[src/rtl/pll_seq_pkg.sv]
// Shared state encoding and default timing for the PLL lock sequencer.
// Build option: PLL_BYPASS_FALLBACK_EN enables the BYPASS_RUN degraded mode.
package pll_seq_pkg;

  typedef enum logic [2:0] {
    PLL_RST,
    WAIT_LOCK,
    RUN,
    FAULT,
    BYPASS_RUN
  } state_e;

  localparam int DEF_RESET_CYCLES        = 16;
  localparam int DEF_LOCK_STABLE_CYCLES  = 1024;
  localparam int DEF_LOCK_TIMEOUT_CYCLES = 12000;
  localparam int DEF_MAX_RETRIES         = 3;

  function automatic int max_i(input int a, input int b);
    return (a > b) ? a : b;
  endfunction

endpackage

[src/rtl/sync_2ff.sv]
// Two-flop synchroniser for slow asynchronous level inputs.
// Async active-high reset clears both stages to 0.
module sync_2ff #(
  parameter int WIDTH = 1
) (
  input  logic             clk,
  input  logic             rst,
  input  logic [WIDTH-1:0] d,
  output logic [WIDTH-1:0] q
);

  logic [WIDTH-1:0] meta_q;
  logic [WIDTH-1:0] sync_q;

  always_ff @(posedge clk or posedge rst) begin
    if (rst) begin
      meta_q <= '0;
      sync_q <= '0;
    end else begin
      meta_q <= d;
      sync_q <= meta_q;
    end
  end

  assign q = sync_q;

endmodule

[src/rtl/pll_lock_sequencer.sv]
// Power-up / lock-loss sequencer for the system PLL on the reference clock.
// Build option: PLL_BYPASS_FALLBACK_EN (exhausted retries -> BYPASS_RUN).
module pll_lock_sequencer
  import pll_seq_pkg::*;
#(
  parameter int RESET_CYCLES        = DEF_RESET_CYCLES,
  parameter int LOCK_STABLE_CYCLES  = DEF_LOCK_STABLE_CYCLES,
  parameter int LOCK_TIMEOUT_CYCLES = DEF_LOCK_TIMEOUT_CYCLES,
  parameter int MAX_RETRIES         = DEF_MAX_RETRIES
) (
  input  logic i_Clock,
  input  logic i_Reset,
  input  logic i_PLL_Lock,
  input  logic i_Clear_Fault,
  output logic o_PLL_Reset,
  output logic o_PLL_Bypass,
  output logic o_System_Reset,
  output logic o_Locked,
  output logic o_Fault,
  output logic [$clog2(MAX_RETRIES+1)-1:0] o_Retry_Count
);

  localparam int RW   = $clog2(MAX_RETRIES + 1);
  localparam int CMAX = max_i(RESET_CYCLES, LOCK_TIMEOUT_CYCLES);
  localparam int CW   = $clog2(CMAX + 1);
  localparam int SW   = $clog2(LOCK_STABLE_CYCLES + 1);

  localparam logic [CW-1:0] RST_LAST  = CW'(RESET_CYCLES - 1);
  localparam logic [CW-1:0] TMO_LIM   = CW'(LOCK_TIMEOUT_CYCLES);
  localparam logic [SW-1:0] STB_LIM   = SW'(LOCK_STABLE_CYCLES);
  localparam logic [RW-1:0] RETRY_LIM = RW'(MAX_RETRIES);

`ifdef PLL_BYPASS_FALLBACK_EN
  localparam state_e EXHAUSTED = BYPASS_RUN;
`else
  localparam state_e EXHAUSTED = FAULT;
`endif

  logic lock_s;

  sync_2ff #(.WIDTH(1)) u_lock_sync (
    .clk (i_Clock),
    .rst (i_Reset),
    .d   (i_PLL_Lock),
    .q   (lock_s)
  );

  state_e        state_q, state_d;
  logic [CW-1:0] cnt_q, cnt_d;
  logic [SW-1:0] stable_q, stable_d;
  logic [RW-1:0] retry_q, retry_d;
  logic [RW-1:0] retry_inc;
  logic          pll_rst_q, pll_rst_d;
  logic          sys_rst_q, sys_rst_d;
  logic          locked_q, locked_d;
  logic          fault_q, fault_d;

  assign retry_inc = (retry_q == RETRY_LIM) ? retry_q
                                            : retry_q + 1'b1;

  always_comb begin
    state_d  = state_q;
    cnt_d    = cnt_q;
    stable_d = '0;
    retry_d  = retry_q;
    unique case (state_q)
      PLL_RST: begin
        if (cnt_q == RST_LAST) begin
          state_d = WAIT_LOCK;
          cnt_d   = '0;
        end else begin
          cnt_d = cnt_q + 1'b1;
        end
      end
      WAIT_LOCK: begin
        stable_d = lock_s ? stable_q + 1'b1 : '0;
        cnt_d    = cnt_q + 1'b1;
        // A completed stable window beats a same-cycle timeout.
        if (stable_d == STB_LIM) begin
          state_d  = RUN;
          cnt_d    = '0;
          stable_d = '0;
        end else if (cnt_d == TMO_LIM) begin
          cnt_d    = '0;
          stable_d = '0;
          retry_d  = retry_inc;
          state_d  = (retry_inc < RETRY_LIM) ? PLL_RST
                                             : EXHAUSTED;
        end
      end
      RUN: begin
        if (!lock_s) begin
          state_d = PLL_RST;
          cnt_d   = '0;
        end
      end
      FAULT: begin
        if (i_Clear_Fault) begin
          state_d = PLL_RST;
          cnt_d   = '0;
          retry_d = '0;
        end
      end
`ifdef PLL_BYPASS_FALLBACK_EN
      BYPASS_RUN: begin
        if (i_Clear_Fault) begin
          state_d = PLL_RST;
          cnt_d   = '0;
          retry_d = '0;
        end
      end
`endif
      default: begin
        state_d = PLL_RST;
        cnt_d   = '0;
      end
    endcase
  end

  // Outputs decode the next state so they change on the same edge.
  always_comb begin
    pll_rst_d = (state_d == PLL_RST) || (state_d == FAULT);
    sys_rst_d = !((state_d == RUN) || (state_d == BYPASS_RUN));
    locked_d  = (state_d == RUN);
    fault_d   = (state_d == FAULT) || (state_d == BYPASS_RUN);
  end

  always_ff @(posedge i_Clock or posedge i_Reset) begin
    if (i_Reset) begin
      state_q   <= PLL_RST;
      cnt_q     <= '0;
      stable_q  <= '0;
      retry_q   <= '0;
      pll_rst_q <= 1'b1;
      sys_rst_q <= 1'b1;
      locked_q  <= 1'b0;
      fault_q   <= 1'b0;
    end else begin
      state_q   <= state_d;
      cnt_q     <= cnt_d;
      stable_q  <= stable_d;
      retry_q   <= retry_d;
      pll_rst_q <= pll_rst_d;
      sys_rst_q <= sys_rst_d;
      locked_q  <= locked_d;
      fault_q   <= fault_d;
    end
  end

`ifdef PLL_BYPASS_FALLBACK_EN
  logic byp_q, byp_d;

  assign byp_d = (state_d == BYPASS_RUN);

  always_ff @(posedge i_Clock or posedge i_Reset) begin
    if (i_Reset) byp_q <= 1'b0;
    else         byp_q <= byp_d;
  end

  assign o_PLL_Bypass = byp_q;
`else
  assign o_PLL_Bypass = 1'b0;
`endif

  assign o_PLL_Reset    = pll_rst_q;
  assign o_System_Reset = sys_rst_q;
  assign o_Locked       = locked_q;
  assign o_Fault        = fault_q;
  assign o_Retry_Count  = retry_q;

endmodule

[config.mk]
export PLATFORM = sky130hd
export DESIGN_NAME = pll_lock_sequencer
export DESIGN_NICKNAME = d
export VERILOG_FILES = /design/src/rtl/pll_seq_pkg.sv /design/src/rtl/sync_2ff.sv /design/src/rtl/pll_lock_sequencer.sv
export SDC_FILE = /design/constraint.sdc
export NUM_CORES = 1
export LEC_CHECK = 0
export ABC_AREA = 1
export BUFFER_PORTS_ARGS = -buffer_cell sky130_fd_sc_hd__buf_4
export CAP_MARGIN = 20
export CORE_MARGIN = 2
export CORE_UTILIZATION = 44
export DETAILED_ROUTE_END_ITERATION = 16
export PLACE_DENSITY = 0.6
export SLEW_MARGIN = 20
export SYNTH_ARGS = -nofsm -noshare
export SYNTH_HDL_FRONTEND = slang
export SYNTH_HIERARCHICAL = 1
export SYNTH_SLANG_ARGS = --single-unit
[constraint.sdc]
create_clock -name i_Clock -period 4.9 [get_ports i_Clock]
set_clock_uncertainty 0.05 [all_clocks]
set_input_delay 0.98 -clock i_Clock [delete_from_list [all_inputs] [get_ports i_Clock]]
set_output_delay 0.98 -clock i_Clock [all_outputs]
set_load 0.005 [all_outputs]
; ---- Word-level counts from Yosys, hierarchy flattened
; Index checks and enable logic that the tools add are counted.
[word_totals]
reg_bits = 36
latch_bits = 0
in_bits = 4
ram_bits = 0
output_inout_bits = 7
mem_bits_ro = 0
n_memories = 0
elab_cells = 59
[op_classes]
n_div = 0
n_mul = 0
eq_ne = 14
shifts = 0
bitwise_logic = 0
n_lt_le_gt_ge = 1
n_mux = 22
n_addsub = 3
reduce_logical = 9
[op_table]
columns = op, count
row1 = 14-bit two-way mux, 5
row2 = 14-bit one-hot mux with 4 select lines, 1
row3 = 11-bit two-way mux, 4
row4 = 3-bit two-way mux, 5
row5 = "14-bit by 1-bit adder with 14-bit output, second input constant", 1
row6 = "14-bit equality test, second input constant", 1
row7 = "14-bit by 4-bit equality test with 1-bit output, second input constant", 1
row8 = "3-bit by 2-bit equality test with 1-bit output, second input constant", 4
row9 = 3-bit one-hot mux with 4 select lines, 1
row10 = "11-bit by 1-bit adder with 11-bit output, second input constant", 1
row11 = "11-bit equality test, second input constant", 1
row12 = 2-bit two-way mux, 5
row13 = "2-bit != test, second input constant", 4
row14 = 3-bit logical NOT, 2
row15 = 2-bit one-hot mux with 2 select lines, 1
row16 = 4-bit AND reduction, 1
row17 = "3-bit by 1-bit equality test with 1-bit output, second input constant", 1
row18 = "3-bit equality test, second input constant", 1
row19 = 1-bit logical OR, 3
row20 = "2-bit by 1-bit adder with 2-bit output, second input constant", 1
row21 = "2-bit equality test, second input constant", 1
row22 = "2-bit less-than comparator, second input constant", 1
row23 = 2-bit AND reduction, 1
row24 = 2-bit nonzero test, 1
row25 = 1-bit logical NOT, 1

; ---- Logic depth before layout (Yosys ltp)
; Gate-level depths: netlist of run 1.
[depth]
ltp_word = 10
mapped_depth = 16
ltp_nobuf = 16

; ---- By module
; Netlist of run 1, hierarchy kept.
[modules_own_cells]
columns = module, area_each_um2, seq_area_each_um2, instances, cells_each
row1 = pll_lock_sequencer, 2257.2, 853.3, 1, 316
row2 = sync_2ff, 53.8, 50.0, 1, 3

; ---- Worst setup path after synthesis of run 1
; Ideal clock, no wire load.
[synth_timing]
path_type = input port to flip-flop
from = in i_Clear_Fault
to = reg cnt_q[12]
stages = 4
setup_ns = 0.129
t_required_ns = 4.721
arrival_time_ns = 1.875
n_path_buf = 1
slack_ns = 2.847
path_cell_list = nor2_1 -> a31oi_1 -> buf_2 -> o22ai_1
[synth_between]
elab_chain_cells = 2
[synth_lines]
columns = element, line_no
row1 = from (decl), pll_lock_sequencer.sv:14  ; input logic i_Clear_Fault,
row2 = 2-bit != test (no source line), --
row3 = 2-bit AND reduction (no source line), --
row4 = to (signal assigned), pll_lock_sequencer.sv:140  ; cnt_q <= cnt_d;
row5 = to (decl), pll_lock_sequencer.sv:49  ; logic [CW-1:0] cnt_q, cnt_d;
; Every way passes these cells.
; A chain may end at the register's enable or synchronous reset.

; ---- Worst setup path in the final report of run 1
[layout_timing]
from = reg stable_q[0]
to = reg cnt_q[6]
[layout_between]
elab_chain_cells = 5
[layout_lines]
columns = element, line_no
row1 = from (decl), pll_lock_sequencer.sv:50  ; logic [SW-1:0] stable_q, stable_d;
row2 = from (signal assigned), pll_lock_sequencer.sv:141  ; stable_q <= stable_d;
row3 = 11-bit by 1-bit adder with 11-bit output, pll_lock_sequencer.sv:76  ; stable_d = lock_s ? stable_q + 1'b1 : '0;
row4 = 11-bit two-way mux, pll_lock_sequencer.sv:76
row5 = 11-bit equality test, pll_lock_sequencer.sv:79  ; if (stable_d == STB_LIM) begin
row6 = 14-bit two-way mux, pll_lock_sequencer.sv:79
row7 = 14-bit one-hot mux with 4 select lines, pll_lock_sequencer.sv:66  ; unique case (state_q)
; Every way passes these cells.

==> results of run 1 <==
[placed cells by master (no fill, tap or decap), types with 2 or more instances in the layout]
master / n
a21oi_1: 3
buf_4: 11
clkbuf_8: 7
conb_1: 2
dfrtp_1: 34
dfstp_2: 2
ha_1: 2
inv_1: 44
nand2_1: 95
nand2_2: 6
nand3_1: 35
nand3_2: 3
nand4_1: 12
nor2_1: 37
nor2_2: 7
nor2_4: 5
nor3_1: 2
o21ai_0: 5
o21bai_2: 2
o22ai_2: 9
[metal layers]
layer	track usage (%)	vias to the layer above	routed length, um
met2	30.1	27	2280
met4	7.27	0	108
met3	3.67	9	146
met5	0	-	0
met1	24.1	942	2390
li1	-	1051	-
[power groups by stage]
stage	clock network, mW	logic (mW)	registers, mW
after floorplan	0	0.0204	0.309
after global placement	0	0.0260	0.312
after detailed placement	0	0.0262	0.312
after CTS	0.296	0.0262	0.306
after global routing	0.309	0.0293	0.306
final	0.287	0.0256	0.306
[registers in the layout, summed over array words and instances, names as in the netlist]
signal	flops
cnt_q	14
o_Retry_Count	2
stable_q	11
o_Locked	1
o_System_Reset	1
u_lock_sync/meta_q	1
u_lock_sync/q	1
o_PLL_Reset	1
state_q	3
o_Fault	1
[per-stage QoR]
| step | util, % | area [um^2] | setup slack (ns) |
|---|---|---|---|
| CTS | 51.0 | 2590 | 2.47 |
| detailed placement | 48.5 | 2460 | 2.47 |
| global placement | 48.5 | 2460 | 2.57 |
| floorplan | - | 2310 | 2.85 |
| finish | 51.0 | 2590 | 2.48 |
| global route | 51.0 | 2590 | 2.22 |
[worst max-delay path, cell delays in order (launching register included)]
cell and delay [ns]:
dfrtp_1 0.45, ha_1 0.30, nand2_1 0.11, nor2_2 0.16
nand2_1 0.08, nand3_2 0.07, nand2_1 0.07, nor2_2 0.09
nand2_1 0.07, nor2_2 0.09, nand3_2 0.08, nand2_2 0.09
nor2_4 0.06, nor2_4 0.36, o21ai_0 0.14
[area by class of cell]
type	instances	area, um^2	area share [%]
repair buffers	11	82.6	3.19
flip-flops and latches	36	903	34.9
clock buffers	7	96.3	3.73
well taps	70	87.6	3.39
clock inverters	1	30.0	1.16
inverters	45	169	6.53
multi-input cells	235	1220	47.1
[cells by family (layout without fill, tap and decap cells)]
group                    count (synthesis)  after routing  share of synthesized area, %
AO/OA/AOI/OAI                           25             25                          9.37
buffers and inverters                   49             64                          8.66
other                                    1              2                         0.162
adder cells (fa/ha/maj)                  2              2                          1.08
flip-flops                              36             36                          39.1
AND/OR/NAND/NOR                        206            206                          41.6
[worst paths after layout]
check | endpoint | start | slack, ns
worst min register to register | u_lock_sync/q$_DFF_PP0_ | u_lock_sync/meta_q$_DFF_PP0_ | 0.31
worst max register to register | cnt_q[6]$_DFFE_PP0P_ | stable_q[0]$_DFF_PP0_ | 2.48
worst min-delay path | u_lock_sync/q$_DFF_PP0_ | u_lock_sync/meta_q$_DFF_PP0_ | 0.31
worst max-delay path | cnt_q[6]$_DFFE_PP0P_ | stable_q[0]$_DFF_PP0_ | 2.48
max in group asynchronous | o_PLL_Reset$_DFF_PP1_ | i_Reset | 3.71
min in group asynchronous | u_lock_sync/meta_q$_DFF_PP0_ | i_Reset | 0.50
[synth_stat cells (2+ instances only)]
cell type,number,area [um^2]
a21oi_1,3,15.0
buf_4,2,15.0
dfrtp_1,34,851
dfstp_2,2,52.6
ha_1,2,25.0
inv_1,44,165
nand2_1,95,357
nand2_2,6,37.5
nand3_1,35,175
nand3_2,3,30.0
nand4_1,12,75.1
nor2_1,37,139
nor2_2,7,43.8
nor2_4,5,56.3
nor3_1,2,10.0
o21ai_0,5,25.0
o21bai_2,2,22.5
o22ai_2,9,113
==> out/qor.csv, run 1 <==
stage,metric,value,unit
power,power_density,239,nW/um^2
power,ir_drop,0.102,mV
synth,yosys_warnings,6,
layout,nFillCells,514,
timing,finalSetupViolCount,0,
cts,clockBufferDepth,2,
power,p_leak,1.22,nW
critical_path,cp.arrival,2.54,ns
timing,drv_slew,0,
synth,ys_seq_area_share,39.1,%
floorplan,fp.dieW,76.5,um
layout,syn2layout_area_growth,11.9,%
grt,grt_pass1_wl,8690,um
place,dp_hpwl,3650,um
critical_path,end_kind,flip-flop,
power,p_switching,0.129,mW
power,clockPowerShare,46.4,%
critical_path,critPathMaxFanout,12,
power,p_int,0.489,mW
grt,antenna_found_initial,0,
floorplan,dieHeight,76.5,um
synth,async_reset_ff_share,100,%
layout,stdcell_count,405,
timing,whs,0.305,ns
power,p_total,0.619,mW
timing,tightest_slew,0.513,ns
cts,hold_buffers,0,
critical_path,worst_r2r_path_depth,14,
routing,detail_route.wl_per_cell,12.2,um
timing,maxSlewHeadroom,65.5,%
timing,finalHoldViolCount,0,
routing,drtIter0Drc,86,
cts,cts_root_buf,clkbuf_8,
run,cap_viol_max_count,0,
floorplan,ios,11,
place,place_inst,397,
routing,drc,0,
layout,diodes,0,
timing,finalCritPeriodShare,49.5,%
timing,fin_tns_setup,0,ns
critical_path,crit_type,reg2reg,
synth,synth_edf_count,0,
floorplan,num_rows,26,
worst_hold_path,hold_class,reg2reg,
cts,ctsResizeCount,0,
synth,syn_area_per_cell,7.24,um^2
routing,vias_per_cell,5.01,
critical_path,cp-start-kind,flip-flop,
floorplan,dieArea,5850,um^2
place,portBuffers,9,
power,swShare,20.9,%
synth,synthFlopType,dfrtp_1,
synth,ys_seq_elements,36,
routing,first_pass_iters,5,
power,pwr-share-seq,49.4,%
timing,finalCriticalPeriod,2.42,ns
layout,nets,340,
synth,synthCells,319,
worst_hold_path,hold_depth,0,
floorplan,coreArea,5070,um^2
cts,clk_pin_slew,0.07,ns
place,gp_routability_congestion,0.872,
cts,cts_inserted_buffers,5,
cts,worstSkewPairLatency,0.29,ns
timing,fmax,413,MHz
grt,grt_use_total,18.4,%
synth,synthDistinctLibCells,32,
routing,drt-total-wl,4930,um
power,combPwrFrac,4.1,%
timing,grt_setup_unrepaired,false,
routing,vias,2029,
cts,tritoncts,done,
floorplan,start_util,45.5,%
grt,grt_remaining_overflow,0,
grt,grt_pass1_vias,1906,
run_status,status,"complete, no violations",
cts,cts_setup_buffers,0,
layout,drive_gt1_share,17.6,%
synth,syn_area,2310,um^2
routing,drtAntennaViolNets,0,
critical_path,required,5.01,ns
cts,htree_levels,2,
grt,grt_max_degree,35,
cts,cts.sinks,36,
Power figures use the tool's default switching activity.
==> inputs of run 2 (changes only) <==
ABC_AREA = 0   (was 1)
PLACE_DENSITY = 0.61   (was 0.6)
clock period = 2.3 ns   (was 4.9 ns; I/O delays follow)
==> run 2 against run 1 <==
  * Synthesized area is 7.6% lower
  * Cell area is 15% higher
  * Worst setup slack worse by 2.4 ns
  * Register-to-register slack worse by 2.4 ns
  * Core utilization is 13 points higher
  * Via count is 1.8% lower
  * Worst hold slack worse by 0.075 ns
  * Critical path type unchanged
  * Global-route usage is 2.5 points higher
  * Clock power is 51% higher
  * Maximum frequency is 8.7% higher
  * Die area is 7.2% lower
==> out/qor.csv, run 2 <==
stage,metric,value,unit
run_status,status,"complete, no violations",
synth,synth_area_leaders,"dfrtp_1 (40%), nor2_1 (5.3%), nand2_1 (4.2%)",
synth,yosys_warnings,6,
floorplan,num_rows,25,
cts,cts_inserted_buffers,5,
place,dp_hpwl,3720,um
cts,clk_pin_slew,0.08,ns
critical_path,cpMostUsedCell,buf_4,
layout,final_common_cell,buf_4,
floorplan,dieArea,5420,um^2
synth,ys_seq_elements,36,
timing,finalCritPeriodShare,96.9,%
critical_path,cp-start-kind,flip-flop,
grt,antenna_found_initial,0,
layout,nets,310,
routing,drt-total-wl,5300,um
critical_path,cp_slowest_stage_delay,0.42,ns
layout,seq_area,913,um^2
layout,final_cell_mix,"buf_4 (67), nor2_1 (27), dfrtp_1 (26), nand2_1 (23), nand3_1 (11)",
layout,drive_gt1_share,41.6,%
floorplan,coreArea,4690,um^2
timing,grt_setup_unrepaired,true,
critical_path,cp.arrival,2.40,ns
timing,setup_slack,0.0705,ns
floorplan,fp.dieW,73.7,um
timing,fmax,449,MHz
floorplan,start_util,45.5,%
grt,grt_pass1_wl,8620,um
power,ir_drop,0.294,mV
floorplan,ios,11,
worst_hold_path,hold_class,in2reg,
routing,vias,1993,
synth,async_reset_ff_share,100,%
power,p_leak,1.30,nW
layout,multi_input_area,1340,um^2
run,cap_viol_max_count,0,
place,portBuffers,9,
synth,syn_area_per_cell,8.93,um^2
routing,detail_route.wl_per_cell,14.8,um
place,pre_cts_ws,-0.129,ns
routing,vias_per_cell,5.55,
grt,grt_remaining_overflow,0,
critical_path,path_cells,"buf_4, buf_4, nand3_2, buf_4, a211oi_1, nor2_1, o2111ai_4, nor2b_4, buf_6, nand2_8, a21oi_1",
timing,finalSetupViolCount,0,
cts,clockBufferDepth,2,
synth,synthDistinctLibCells,59,
critical_path,worst_path_max_delay_cell,dfrtp_2,
layout,largest_reg_flops,14,
layout,largest_register,cnt_q,
synth,synthFlopType,dfrtp_1,
timing,finalCriticalPeriod,2.23,ns
grt,grt_pass1_vias,1824,
cts,cts_root_buf,clkbuf_8,
cts,tritoncts,done,
critical_path,required,2.47,ns
layout,stdcell_count,359,
cts,worstSkewPairLatency,0.29,ns
grt,grt_use_total,20.9,%
place,place_inst,339,
critical_path,end_kind,flip-flop,
floorplan,dieHeight,73.7,um
grt,grt_max_degree,25,
synth,synthDominantCellAreaShare,39.9,%
critical_path,path_buf_inv,4,
timing,whs,0.230,ns
layout,nFillCells,391,
place,gp_routability_congestion,0.849,
synth,synth_common_cells,"dfrtp_1 (34), nor2_1 (30), nand2_1 (24)",
critical_path,critPathMaxFanout,9,
timing,drv_slew,0,
layout,largestRegisters,"cnt_q x14, stable_q x11, state_q x3",
routing,drtIter0Drc,84,
critical_path,crit_type,reg2reg,
synth,synth_top_cell_by_area,dfrtp_1,
routing,first_pass_iters,4,
layout,diodes,0,
synth,syn_area,2130,um^2
cts,cts.sinks,36,
routing,drtAntennaViolNets,0,
synth,yosysMostFrequentCell,dfrtp_1,
cts,htree_levels,2,
synth,ys_seq_area_share,42.3,%
layout,syn2layout_area_growth,39.9,%
timing,finalHoldViolCount,0,
synth,synth_edf_count,0,
critical_path,cp_top_family,simple AND/OR/NAND/NOR gates,
synth,synthCells,239,
routing,drc,0,
power,power_density,396,nW/um^2
-- run 2: changes by cell type after synthesis, sizes merged, moves of 5 or more --
cell | before | now
nand2 | 101 | 25
inv | 45 | 7
xor2 | 0 | 5
o22ai | 10 | 0
xnor2 | 0 | 6
clkbuf | 0 | 6
a211oi | 0 | 8
and3 | 0 | 7
nand3 | 38 | 15
o21ai | 7 | 16
nor2 | 49 | 31
-- run 2: final cells by class --
cell class                      instances  area share, %
Sequential cell                        36           30.6
Timing Repair Buffer                   71           18.6
Tap cell                               54           2.26
Inverter                                7          0.880
Clock inverter                          1          0.168
Multi-Input combinational cell        183           44.9
Clock buffer                            7           2.56
-- run 2: path summary, 6_finish.rpt --
kind / from / slack, ns / depth (start not counted) / endpoint
setup / recovery: cnt_q[0]$_DFFE_PP0P_ / 0.07 / 11 / stable_q[5]$_DFF_PP0_
hold / removal: i_PLL_Lock / 0.23 / 1 / u_lock_sync/meta_q$_DFF_PP0_
setup reg to reg: cnt_q[0]$_DFFE_PP0P_ / 0.07 / 11 / stable_q[5]$_DFF_PP0_
hold reg to reg: u_lock_sync/meta_q$_DFF_PP0_ / 0.31 / 0 / u_lock_sync/q$_DFF_PP0_
max in group asynchronous: i_Reset / 0.94 / 4 / o_System_Reset$_DFF_PP1_
min in group asynchronous: i_Reset / 0.54 / 3 / u_lock_sync/meta_q$_DFF_PP0_
-- run 2: cell families (layout without fill, tap and decap cells) --
group | count (synthesis) | count (layout) | share of synthesized area, %
and+or+nand+nor | 115 | 115 | 28.7
buffers and inverters | 21 | 86 | 5.10
AOI/OAI and AO/OA | 50 | 50 | 16.5
other | 1 | 2 | 0.176
muxes | 3 | 3 | 1.52
xor gates and xnor gates | 11 | 11 | 4.51
DFF | 36 | 36 | 42.3
adders and majority gates | 2 | 2 | 1.17
-- run 2: timing repair --
item / 4_1_cts / 5_1_grt
hold buffers: 1 / 0
setup buffers: 3 / 8
endpoints found under the hold margin: 2 / 0
pin swaps: 3 / 18
endpoints found under the setup margin: 27 / 31
resized for setup: 8 / 38
-- run 2: report_power, final --
| group | leakage [nW] | switching [mW] | internal, mW | total [mW] |
|---|---|---|---|---|
| combinational | 0.787 | 0.0438 | 0.0509 | 0.0947 |
| sequential | 0.471 | 0.0135 | 0.642 | 0.656 |
| clock | 0.0422 | 0.219 | 0.212 | 0.432 |
-- run 2: through the flow --
stage	total power [mW]	utilization, %	area (um^2)	setup TNS [ns]
after floorplan	0.698	-	2180	0
after global placement	0.737	55.8	2620	-1.76
after detailed placement	0.736	55.8	2620	-2.43
after CTS	1.18	59.1	2770	-0.0873
after global routing	1.23	63.6	2990	-0.224
final	1.18	63.6	2990	0
-- run 2: metal layers --
| layer | GRT usage [%] | vias to the layer above | routed length (um) |
|---|---|---|---|
| met3 | 4.66 | 6 | 175 |
| met5 | 0 | - | 0 |
| met4 | 5.86 | 0 | 64 |
| met2 | 32.0 | 38 | 2570 |
| li1 | - | 984 | - |
| met1 | 29.8 | 965 | 2490 |
